<file path="src/rtl/mips_ctrl_pkg.sv">
// Shared encodings for the ID/EX control path: opcodes, functs, ALU codes,
// destination selects, FSM states and the registered control bundle.
package mips_ctrl_pkg;

    localparam logic [5:0] OP_SPECIAL = 6'h00;
    localparam logic [5:0] OP_J       = 6'h02;
    localparam logic [5:0] OP_JAL     = 6'h03;
    localparam logic [5:0] OP_BEQ     = 6'h04;
    localparam logic [5:0] OP_BNE     = 6'h05;
    localparam logic [5:0] OP_ADDI    = 6'h08;
    localparam logic [5:0] OP_ADDIU   = 6'h09;
    localparam logic [5:0] OP_ORI     = 6'h0D;
    localparam logic [5:0] OP_LUI     = 6'h0F;
    localparam logic [5:0] OP_LW      = 6'h23;
    localparam logic [5:0] OP_SW      = 6'h2B;

    localparam logic [5:0] FN_JR      = 6'h08;
    localparam logic [5:0] FN_ADD     = 6'h20;
    localparam logic [5:0] FN_ADDU    = 6'h21;
    localparam logic [5:0] FN_SUB     = 6'h22;
    localparam logic [5:0] FN_AND     = 6'h24;
    localparam logic [5:0] FN_OR      = 6'h25;
    localparam logic [5:0] FN_SLT     = 6'h2A;

    // Native ALU code width; the top zero-extends to its ALUOP_W parameter.
    localparam int ALU_CODE_W = 3;
    localparam logic [ALU_CODE_W-1:0] ALU_AND = 3'd0;
    localparam logic [ALU_CODE_W-1:0] ALU_OR  = 3'd1;
    localparam logic [ALU_CODE_W-1:0] ALU_ADD = 3'd2;
    localparam logic [ALU_CODE_W-1:0] ALU_LUI = 3'd3;
    localparam logic [ALU_CODE_W-1:0] ALU_SUB = 3'd6;
    localparam logic [ALU_CODE_W-1:0] ALU_SLT = 3'd7;

    localparam logic [1:0] REG_DST_RT  = 2'd0;
    localparam logic [1:0] REG_DST_RD  = 2'd1;
    localparam logic [1:0] REG_DST_R31 = 2'd2;

    typedef enum logic [1:0] {
        RUN     = 2'd0,
        LU_WAIT = 2'd1,
        SQUASH  = 2'd2
    } ctrl_state_t;

    typedef struct packed {
        logic [1:0]            reg_dst;
        logic                  jump;
        logic                  jr;
        logic                  branch;
        logic                  branch_ne;
        logic                  mem_read;
        logic                  mem_to_reg;
        logic [ALU_CODE_W-1:0] alu_op;
        logic                  reg_write;
        logic                  alu_src;
        logic                  mem_write;
        logic                  link;
        logic                  illegal;
    } ctrl_bundle_t;

    localparam ctrl_bundle_t CTRL_BUBBLE = '0;

endpackage

</file>
<file path="src/rtl/ctrl_decode.sv">
// Combinational MIPS opcode/funct decoder producing one control bundle.
// Unknown encodings yield an all-zero bundle with only the illegal flag set.
module ctrl_decode
    import mips_ctrl_pkg::*;
(
    input  logic [5:0]   opcode,
    input  logic [5:0]   funct,
    output ctrl_bundle_t bundle
);

    always_comb begin
        bundle = CTRL_BUBBLE;
        case (opcode)
            OP_SPECIAL: begin
                case (funct)
                    FN_ADD, FN_ADDU, FN_AND, FN_OR, FN_SLT, FN_SUB: begin
                        bundle.reg_dst   = REG_DST_RD;
                        bundle.reg_write = 1'b1;
                        bundle.alu_src   = 1'b0;
                        case (funct)
                            FN_AND:  bundle.alu_op = ALU_AND;
                            FN_OR:   bundle.alu_op = ALU_OR;
                            FN_SLT:  bundle.alu_op = ALU_SLT;
                            FN_SUB:  bundle.alu_op = ALU_SUB;
                            default: bundle.alu_op = ALU_ADD;
                        endcase
                    end
                    FN_JR: begin
                        bundle.jump = 1'b1;
                        bundle.jr   = 1'b1;
                    end
                    default: bundle.illegal = 1'b1;
                endcase
            end
            OP_ADDI, OP_ADDIU, OP_ORI, OP_LUI: begin
                bundle.reg_dst   = REG_DST_RT;
                bundle.alu_src   = 1'b1;
                bundle.reg_write = 1'b1;
                case (opcode)
                    OP_ORI:  bundle.alu_op = ALU_OR;
                    OP_LUI:  bundle.alu_op = ALU_LUI;
                    default: bundle.alu_op = ALU_ADD;
                endcase
            end
            // Loads also need the immediate offset and a write to rt.
            OP_LW: begin
                bundle.mem_read   = 1'b1;
                bundle.mem_to_reg = 1'b1;
                bundle.alu_op     = ALU_ADD;
                bundle.alu_src    = 1'b1;
                bundle.reg_write  = 1'b1;
                bundle.reg_dst    = REG_DST_RT;
            end
            OP_SW: begin
                bundle.mem_write = 1'b1;
                bundle.alu_op    = ALU_ADD;
                bundle.alu_src   = 1'b1;
            end
            OP_BEQ, OP_BNE: begin
                bundle.branch    = 1'b1;
                bundle.branch_ne = (opcode == OP_BNE);
                bundle.alu_op    = ALU_SUB;
            end
            OP_J: begin
                bundle.jump = 1'b1;
            end
            OP_JAL: begin
                bundle.jump      = 1'b1;
                bundle.link      = 1'b1;
                bundle.reg_write = 1'b1;
                bundle.reg_dst   = REG_DST_R31;
            end
            default: bundle.illegal = 1'b1;
        endcase
    end

endmodule

</file>
<file path="src/rtl/id_ex_ctrl_unit.sv">
// ID-stage control unit: decode, load-use stall, flush squash, ID/EX register.
// Optional ILLEGAL_TRAP_EN adds a sticky illegal_seen output.
module id_ex_ctrl_unit
    import mips_ctrl_pkg::*;
#(
    parameter int ALUOP_W  = 3,
    parameter int REG_AW   = 5,
    parameter int LU_STALL = 1,
    parameter int SQUASH_N = 1
) (
    input  logic               clk,
    input  logic               rst,
    input  logic               id_valid,
    input  logic [5:0]         id_opcode,
    input  logic [5:0]         id_funct,
    input  logic [REG_AW-1:0]  id_rs,
    input  logic [REG_AW-1:0]  id_rt,
    input  logic               ex_stall,
    input  logic               flush_in,
    output logic               id_stall,
    output logic               ex_valid,
    output logic [1:0]         ex_reg_dst,
    output logic               ex_jump,
    output logic               ex_jr,
    output logic               ex_branch,
    output logic               ex_branch_ne,
    output logic               ex_mem_read,
    output logic               ex_mem_to_reg,
    output logic [ALUOP_W-1:0] ex_alu_op,
    output logic               ex_reg_write,
    output logic               ex_alu_src,
    output logic               ex_mem_write,
    output logic               ex_link,
    output logic [REG_AW-1:0]  ex_rt,
`ifdef ILLEGAL_TRAP_EN
    output logic               illegal_seen,
`endif
    output logic               ex_illegal
);

    localparam logic [1:0] LU_CNT_INIT = 2'(LU_STALL - 1);
    localparam logic [1:0] SQ_CNT_INIT = 2'(SQUASH_N - 1);

    ctrl_state_t  state, state_n;
    logic [1:0]   cnt, cnt_n;
    ctrl_bundle_t dec_bundle, id_bundle, next_bundle, ex_bundle;
    logic         id_issue_valid, next_valid, ex_load, hazard;
    logic [REG_AW-1:0] next_rt;

    ctrl_decode u_decode (
        .opcode (id_opcode),
        .funct  (id_funct),
        .bundle (dec_bundle)
    );

    assign id_bundle = id_valid ? dec_bundle : CTRL_BUBBLE;

`ifdef ILLEGAL_TRAP_EN
    assign id_issue_valid = id_valid & ~dec_bundle.illegal;
`else
    assign id_issue_valid = id_valid;
`endif

    assign hazard = ex_valid && ex_bundle.mem_read && (ex_rt != '0) &&
                    ((ex_rt == id_rs) || (ex_rt == id_rt)) && id_valid;

    // The last counted cycle of LU_WAIT/SQUASH (cnt==0) already issues the
    // waiting instruction, so exactly LU_STALL / SQUASH_N bubbles reach EX.
    always_comb begin
        state_n     = state;
        cnt_n       = cnt;
        id_stall    = 1'b0;
        ex_load     = 1'b1;
        next_bundle = CTRL_BUBBLE;
        next_valid  = 1'b0;
        next_rt     = '0;
        if (flush_in) begin
            state_n = SQUASH;
            cnt_n   = SQ_CNT_INIT;
        end else if (ex_stall) begin
            ex_load  = 1'b0;
            id_stall = 1'b1;
        end else if (state == LU_WAIT && cnt != 2'd0) begin
            id_stall = 1'b1;
            cnt_n    = cnt - 2'd1;
        end else if (state == SQUASH && cnt != 2'd0) begin
            cnt_n = cnt - 2'd1;
        end else if (hazard) begin
            state_n  = LU_WAIT;
            cnt_n    = LU_CNT_INIT;
            id_stall = 1'b1;
        end else begin
            state_n     = RUN;
            cnt_n       = 2'd0;
            next_bundle = id_bundle;
            next_valid  = id_issue_valid;
            next_rt     = id_valid ? id_rt : '0;
        end
    end

    always_ff @(posedge clk) begin
        if (rst) begin
            state     <= RUN;
            cnt       <= 2'd0;
            ex_bundle <= CTRL_BUBBLE;
            ex_valid  <= 1'b0;
            ex_rt     <= '0;
        end else begin
            state <= state_n;
            cnt   <= cnt_n;
            if (ex_load) begin
                ex_bundle <= next_bundle;
                ex_valid  <= next_valid;
                ex_rt     <= next_rt;
            end
        end
    end

`ifdef ILLEGAL_TRAP_EN
    // Sticky flag rises one cycle after an illegal instruction reaches EX.
    always_ff @(posedge clk) begin
        if (rst) begin
            illegal_seen <= 1'b0;
        end else if (ex_bundle.illegal) begin
            illegal_seen <= 1'b1;
        end
    end
`endif

    assign ex_reg_dst    = ex_bundle.reg_dst;
    assign ex_jump       = ex_bundle.jump;
    assign ex_jr         = ex_bundle.jr;
    assign ex_branch     = ex_bundle.branch;
    assign ex_branch_ne  = ex_bundle.branch_ne;
    assign ex_mem_read   = ex_bundle.mem_read;
    assign ex_mem_to_reg = ex_bundle.mem_to_reg;
    assign ex_alu_op     = ALUOP_W'(ex_bundle.alu_op);
    assign ex_reg_write  = ex_bundle.reg_write;
    assign ex_alu_src    = ex_bundle.alu_src;
    assign ex_mem_write  = ex_bundle.mem_write;
    assign ex_link       = ex_bundle.link;
    assign ex_illegal    = ex_bundle.illegal;

endmodule
</file>
<file path="config.mk">
export PLATFORM = sky130hd
export DESIGN_NAME = id_ex_ctrl_unit
export DESIGN_NICKNAME = d
export VERILOG_FILES = /design/src/rtl/mips_ctrl_pkg.sv /design/src/rtl/ctrl_decode.sv /design/src/rtl/id_ex_ctrl_unit.sv
export SDC_FILE = /design/constraint.sdc
export NUM_CORES = 1
export LEC_CHECK = 0
export BUFFER_PORTS_ARGS = -buffer_cell sky130_fd_sc_hd__buf_4
export CELL_PAD_IN_SITES_DETAIL_PLACEMENT = 1
export CELL_PAD_IN_SITES_GLOBAL_PLACEMENT = 2
export CORE_MARGIN = 4
export CORE_UTILIZATION = 28
export DETAILED_ROUTE_END_ITERATION = 8
export PLACE_DENSITY = 0.82
export SLEW_MARGIN = 20
export SYNTH_ARGS = -nofsm -noshare
export SYNTH_HDL_FRONTEND = slang
export SYNTH_HIERARCHICAL = 1
export SYNTH_SLANG_ARGS = --single-unit
</file>
<file path="constraint.sdc">
create_clock -name clk -period 2.24 [get_ports clk]
set_input_delay 0.224 -clock clk [delete_from_list [all_inputs] [get_ports clk]]
set_output_delay 0.224 -clock clk [all_outputs]
set_load 0.05 [all_outputs]
</file>
# Word level (Yosys, flattened, before mapping)
# Index checks and enable logic that the tools add are counted.
[classes] n_addsub=1 n_eq_ne=24 n_mux=48 bitwise=3 n_reduce_logical=22
[op_table] operator="$mux 16" n=6
[op_table] operator="$eq 6x6->1 const B" n=8
[op_table] operator="$mux 5" n=7
[op_table] operator="$eq 6x4->1 const B" n=5
[op_table] operator="$pmux 3 s4" n=2
[op_table] operator="$mux 1" n=18
[op_table] operator="$mux 2" n=9
[op_table] operator="$reduce_or 6->1" n=3
[op_table] operator="$eq 6x2->1 const B" n=2
[op_table] operator="$eq 6x3->1 const B" n=2
[op_table] operator="$eq 5x5->1" n=2
[op_table] operator="$reduce_or 10->1" n=1
[op_table] operator="$pmux 1 s2" n=4
[op_table] operator="$pmux 2 s2" n=2
[op_table] operator="$reduce_or 2->1" n=4
[op_table] operator="$reduce_or 7->1" n=1
[op_table] operator="$logic_and 1x1->1" n=6
[op_table] operator="$logic_not 6->1" n=1
[op_table] operator="$reduce_and 3->1" n=2
[op_table] operator="$reduce_bool 5->1" n=1
[op_table] operator="$ne 2x2->1 const B" n=2
[op_table] operator="$reduce_or 4->1" n=1
[op_table] operator="$not 1->1" n=3
[op_table] operator="$eq 2x1->1 const B" n=1
[op_table] operator="5 further kinds" n=5
[word_totals] regBits=26 inputBits=27 output_inout_bits=23

# Longest topological paths before layout
# Gate-level depths: netlist of run 1.
[logic_depth] ltp_word=10 ltp_mapped=7 mapped_depth_nobuf=6

# Modules after synthesis
# Netlist of run 1, hierarchy kept.
[modules_own_cells] mod="id_ex_ctrl_unit" n_inst=1 cells_per_inst=98 area_per_inst_um2=1054.8
[modules_own_cells] mod="ctrl_decode" n_inst=1 cells_per_inst=58 area_per_inst_um2=361.6

# Least setup slack after synthesis of run 1
# Ideal clock, no wire load.
[synth_timing] kind="register -> output" startpoint="register ex_rt[4]" endpoint="output port id_stall" arrival_time_ns=2.196 t_required_ns=2.016 path_slack_ns=-0.180 stages_incl_launch_ff=6 n_path_buf=0 cell_sequence="dfxtp_1 -> xnor2_1 -> nand3_1 -> o22ai_1 -> nand4_1 -> a21oi_1"
[synth_via] elab_chain_cells=9
[synth_rtl] item="from (decl)" line="id_ex_ctrl_unit.sv:34" source="output logic [REG_AW-1:0] ex_rt,"
[synth_rtl] item="from (signal assigned)" line="id_ex_ctrl_unit.sv:114" source="ex_rt <= next_rt;"
[synth_rtl] item="$eq 5x5->1 or $reduce_bool 5->1 (tied branches)" line="id_ex_ctrl_unit.sv:65, id_ex_ctrl_unit.sv:64"
[synth_rtl] item="$logic_or 1x1->1 or $logic_and 1x1->1 (tied branches)" line="id_ex_ctrl_unit.sv:65, id_ex_ctrl_unit.sv:64"
[synth_rtl] item="$logic_and 1x1->1 (*)" line="id_ex_ctrl_unit.sv:64" source="assign hazard = ex_valid && ex_bundle.mem_read && (ex_rt != '0) &&"
[synth_rtl] item="$logic_and 1x1->1 (*)" line="id_ex_ctrl_unit.sv:65" source="((ex_rt == id_rs) || (ex_rt == id_rt)) && id_valid;"
[synth_rtl] item="$mux 1 (*)" line="id_ex_ctrl_unit.sv:88" source="end else if (hazard) begin"
[synth_rtl] item="$mux 1 (*)" line="id_ex_ctrl_unit.sv:86" source="end else if (state == SQUASH && cnt != 2'd0) begin"
[synth_rtl] item="$mux 1 (*)" line="id_ex_ctrl_unit.sv:83" source="end else if (state == LU_WAIT && cnt != 2'd0) begin"
[synth_rtl] item="$mux 1 (*)" line="id_ex_ctrl_unit.sv:80" source="end else if (ex_stall) begin"
[synth_rtl] item="$mux 1 (*)" line="id_ex_ctrl_unit.sv:77" source="if (flush_in) begin"
[synth_rtl] item="to (decl)" line="id_ex_ctrl_unit.sv:20" source="output logic id_stall,"
# Mark *: on every way between the ends. The rest lies on a longest branch, timed or not.

# Worst setup path in the final report of run 1
[layout_timing] startpoint="register ex_rt[0]" endpoint="output port id_stall"
# Same word-level chain as after synthesis.

==> flow_metrics.tcl, run 1 <==
set metrics [dict create \
    status "finished, final reports clean" \
    die_w_um 79.12 \
    clock_path_buffers 2 \
    io_buffers 49 \
    syn_to_final_growth_pct 33.04 \
    rsz0062_at_grt "false" \
    synth_edf_count 0 \
    drtAntennaViolNets 0 \
    criticalPathCategory "flop to primary output" \
    synthArstFlopShare_pct 0 \
    powerDensity_nw_per_um2 487.5 \
    place_congestion 0.7822 \
    synth_common_cells "dfxtp_1, a22o_2, a21oi_1, nor2_1, xnor2_1" \
    reg2reg_slack_ns 0.41 \
    syn_inst 156 \
    cp.arrival_ns 1.83 \
    hpwl_um 3151 \
    synthFlopType "dfxtp_1" \
    clk_pin_slew_ns 0.09 \
    vias_per_cell 4.993 \
    io_pins 50 \
    start_util_pct 29.40 \
    nFillCells 576 \
    wl_per_cell_um 14.84 \
    maxCapViolations 0 \
    clock_skew_ns 0.005345 \
    worst_pin_slew_ns 0.4881 \
    grt_max_degree 23 \
    path_cells "or4_1, o211ai_1, inv_1, nand4_1, a21oi_2, buf_4" \
    num_antenna_cells 0 \
    place_ws_ns 0.4102 \
    synth_top_area_cell "dfxtp_1" \
    largest-register "ex_rt" \
    start_kind "flop" \
    clkPwrFrac_pct 32.2 \
    maxSlewViolCount 0 \
    endpoint_kind "primary output" \
    grt_use_total_pct 12.99 \
    cts_root_buffer "clkbuf_8" \
    static-leakage-power_nw 0.7705 \
    ys_seq_area_share_pct 36.75 \
    nNetsFinal 230 \
    peakVddDrop_v 0.0002066 \
    setup_ws_ns 0.1825 \
    slew_headroom_pct 67.16 \
    rows 25 \
    r2r-end "ex_rt[4]" \
    critPathRequiredTime_ns 2.02 \
    fmax_ghz 0.4860 \
    seqCellArea_um2 520.5 \
    ys_warn_count 6 \
    netlist.area_leader.share_pct 36.75 \
    hold_viol_final 0 \
    gr-total-overflow 0 \
    finalWirelength_um 3976 \
    num_vias 1338 \
    synth.distinct_cells 41 \
    worst-path-buf-inv 2 \
    drt_pre_antenna_iters 4 \
    worstPathMaxFanout 5 \
    grt_pass1_vias 1406 \
    pwr-share-comb_pct 16.5 \
    dieArea_um2 6260 \
    hold_end "cnt[1]" \
    fin_cells 268 \
    syn_nets 184 \
    netlist_area_um2 1416 \
    yosysMostFrequentCell "dfxtp_1" \
    drive_gt1_share_pct 42.29 \
    finalSetupViolations 0 \
    multi_input_area_um2 819.5 \
    cts-hold-fix-buffers 0 \
    clk-insertion-delay-late_ns 0.26 \
    pwr-share-seq_pct 51.4 \
    cts_tree "done" \
    max_stage_delay_ns 0.53 \
    antenna_found_initial 0 \
    min_period_over_period_pct 91.85 \
    cp_slowest_cell "or4_1" \
    r2r-start "ex_rt[0]" \
    p_switching_mw 0.2273 \
    min_delay_path_depth 2 \
    largest_reg_flops 5 \
    drt-initial-drc-count 41 \
    min_period_ns 2.058 \
    yosys-top-cells-area "dfxtp_1, a22o_2, xnor2_1, a21oi_1, nor2_1" \
    cts_num_sinks 26 \
    cts_buffers 3 \
    post_cts_resized 0 \
    drcViolationCount 0 \
    placed_area_um2 1823 \
    setup_tns_ns 0 \
    grt_pass1_wl_um 6603 \
    synth-seq-cells 26 \
    hold_start "rst" \
    postCtsSetupBuffers 0 \
    place_inst 264 \
    worstRegToRegCells 6 \
    die_y_um 79.12 \
    synth_area_per_cell_um2 9.079 \
    min_path_type "input port to flop" \
    cp_top_family "simple AND/OR/NAND/NOR gates" \
    coreArea_um2 4817 \
    total_power_mw 0.9187 \
    final_area_um2 1884 \
    internal_power_mw 0.6914 \
    p_sw_share_pct 24.74 \
    cts.htree.levels 1 \
]
==> cell families (layout without fill, tap and decap cells) <==
kind of cell    after synthesis  count (layout)  share of synthesized area, %
compound gates               51              51                         28.71
xor+xnor                     11              11                         6.802
fa+ha+maj                     1               1                        0.8833
buf+inv                      16              61                         6.448
flops                        26              26                         36.75
simple gates                 51              51                         20.41
==> cell type report <==
class / count / area share (%)
repair buffers: 51 / 20.32
clock buffers: 4 / 2.922
multi-input cells: 114 / 43.49
well taps: 67 / 4.449
inverters: 6 / 1.195
flip-flops and latches: 26 / 27.62
==> power groups by stage <==
stage / combinational, mW / clock, mW / sequential, mW
finish: 0.151 / 0.296 / 0.472
global route: 0.165 / 0.326 / 0.473
CTS: 0.151 / 0.308 / 0.472
detailed placement: 0.150 / 0 / 0.483
global placement: 0.148 / 0 / 0.482
floorplan: 0.0704 / 0 / 0.494
==> worst max-delay path by stage <==
stage / from / endpoint / slack (ns) / cells after the start
final: ex_rt[0] / id_stall / 0.18 / 6
after CTS: ex_rt[4] / id_stall / 0.13 / 6
after global placement: ex_rt[0] / ex_rt[4] / 0.46 / 6
after global routing: ex_rt[0] / id_stall / 0.05 / 6
after floorplan: ex_rt[4] / id_stall / 0.09 / 5
after detailed placement: ex_rt[0] / ex_rt[4] / 0.41 / 6
==> metal layers <==
layer | vias to the layer above | global-route usage, % | routed length [um]
met5 | - | 0 | 0
met4 | 0 | 4.124 | 29
met3 | 2 | 2.041 | 229
met2 | 40 | 22.73 | 1883
met1 | 632 | 16.22 | 1833
li1 | 664 | - | -
==> stage by stage <==
step	hold slack, ns	util, %
2_1_floorplan	0.2931	-
3_3_place_gp	0.4284	37.84
3_5_place_dp	0.4445	37.84
4_1_cts	0.1512	38.99
5_1_grt	0.1593	39.12
6_report	0.1540	39.12
==> layout by cell type, fill, tap and decap left out, types with 2 or more instances in the layout <==
master,n
o32ai_1,2
nor4b_1,2
buf_4,51
nor2b_1,3
nand4_1,2
nor3b_1,2
nand2b_1,3
clkbuf_8,4
inv_1,6
nand3_1,4
nor2_1,10
and2_1,2
a22o_2,20
nor3_1,6
dfxtp_1,26
xnor2_1,10
o21ai_0,6
o22ai_1,2
a21oi_1,9
nand2_1,9
(Power assumes the default switching activity.)
==> run 2: changes to the inputs <==
CORE_MARGIN = 2   (was 4)
==> flow_metrics.tcl, run 2 (synthesized netlist as in run 1, its figures left out) <==
set metrics [dict create \
    grt_use_total_pct 14.88 \
    highest_layer "met4" \
    start_util_pct 29.59 \
    cp_slowest_cell "or4_1" \
    peakVddDrop_v 0.0002553 \
    min_path_type "input port to flop" \
    coreArea_um2 4786 \
    p_sw_share_pct 22.93 \
    grt_pass1_vias 1417 \
    static-leakage-power_nw 0.7775 \
    drcViolationCount 0 \
    final_area_um2 1901 \
    powerDensity_nw_per_um2 528.1 \
    die_w_um 75.12 \
    drt-initial-drc-count 30 \
    maxSlewViolCount 0 \
    drive_gt1_share_pct 42.29 \
    min_period_ns 2.092 \
    io_pins 50 \
    grt_pass1_wl_um 6437 \
    num_vias 1351 \
    dr_wl_met2_um 1888 \
    p_switching_mw 0.2301 \
    internal_power_mw 0.7735 \
    clock_skew_ns 0.008024 \
    finalWirelength_um 3933 \
    hpwl_um 3094 \
    max_stage_delay_ns 0.55 \
    postCtsSetupBuffers 0 \
    worst-path-buf-inv 2 \
    pwr-share-comb_pct 15.2 \
    vias_per_cell 5.041 \
    cp.arrival_ns 1.87 \
    cts_tree "done" \
    cp_num_cells 6 \
    io_buffers 49 \
    hold_viol_final 0 \
    worst_pin_slew_ns 0.4915 \
    min_period_over_period_pct 93.37 \
    finalSetupViolations 0 \
    largest_reg_flops 5 \
    drt_pre_antenna_iters 4 \
    endpoint_kind "primary output" \
    clkPwrFrac_pct 37.8 \
    path_cells "or4_1, o211ai_1, inv_1, nand4_1, a21oi_2, buf_4" \
    placed_area_um2 1823 \
    met3WireLength_um 236 \
    place_congestion 0.7673 \
    cts_num_sinks 26 \
    worstPathMaxFanout 5 \
    cp_top_family "simple AND/OR/NAND/NOR gates" \
    dieArea_um2 5643 \
    cts_buffers 3 \
    wl_per_cell_um 14.68 \
    setup_tns_ns 0 \
    drtAntennaViolNets 0 \
    fmax_ghz 0.4781 \
    cts.htree.levels 1 \
    maxCapViolations 0 \
    min_delay_path_depth 2 \
    largest-register "ex_rt" \
    clk-insertion-delay-late_ns 0.27 \
    cts_root_buffer "clkbuf_8" \
    antenna_found_initial 0 \
    pwr-share-seq_pct 47.0 \
    start_kind "flop" \
    nNetsFinal 230 \
    worstRegToRegCells 6 \
    wl_met1_um 1767 \
    mostFrequentLayoutCell "buf_4" \
    slew_headroom_pct 66.93 \
    clk_pin_slew_ns 0.09 \
    grt_max_degree 23 \
    criticalPathCategory "flop to primary output" \
    critPathRequiredTime_ns 2.02 \
    rows 25 \
    rsz0062_at_grt "false" \
    die_y_um 75.12 \
    num_antenna_cells 0 \
    gr-total-overflow 0 \
    syn_to_final_growth_pct 34.19 \
    layout_common_cells "buf_4, dfxtp_1, a22o_2" \
    status "finished, final reports clean" \
    clock_path_buffers 2 \
]
-- run 2: changes by cell type in the layout (fill, tap and decap cells not counted) --
cell | before | now
bufinv_16 | 0 | 1
clkbuf_8 | 4 | 3
-- run 2: worst paths after layout --
check | start | endpoint | slack, ns
min | rst | state[1] | 0.15
min reg2reg | ex_alu_src | ex_alu_src | 0.49
max | ex_rt[0] | id_stall | 0.15
max reg2reg | ex_rt[0] | ex_rt[4] | 0.37
-- run 2: what timing repair did --
| action | CTS | global route |
|---|---|---|
| endpoints found under the setup margin | 0 | 1 |
| hold endpoints to repair | 0 | 0 |
| resized for setup | 0 | 1 |
| hold buffers | 0 | 0 |
-- run 2: final cells by class --
type / instances / area (um2)
clock inverters: 1 / 30.03
well taps: 67 / 83.83
inverters: 6 / 22.52
fillers: 577 / 2885
repair buffers: 51 / 382.9
multi-input cells: 114 / 819.5
clock buffers: 3 / 41.29
flip-flops and latches: 26 / 520.5
-- run 2: per-layer routing --
layer	global-route usage, %	vias to the layer above
li1	-	663
met1	19.43	634
met2	24.56	50
met3	2.276	4
met4	5.952	0
met5	0	-
-- run 2: power by group through the flow --
stage	Combinational, mW	Sequential [mW]	Clock (mW)
after floorplan	0.0704	0.494	0
after global placement	0.148	0.482	0
after detailed placement	0.152	0.483	0
after CTS	0.153	0.472	0.392
after global routing	0.167	0.473	0.412
final	0.153	0.472	0.379
-- run 2: through the flow --
stage	util [%]	setup slack (ns)	hold WS, ns	cells	total power [mW]
floorplan	-	0.09243	0.2931	156	0.5640
global placement	38.09	0.4570	0.4302	264	0.6297
detailed placement	38.09	0.3804	0.4472	264	0.6352
CTS	39.58	0.1340	0.1469	268	1.017
global route	39.71	0.01849	0.1430	268	1.051
finish	39.71	0.1485	0.1545	268	1.004
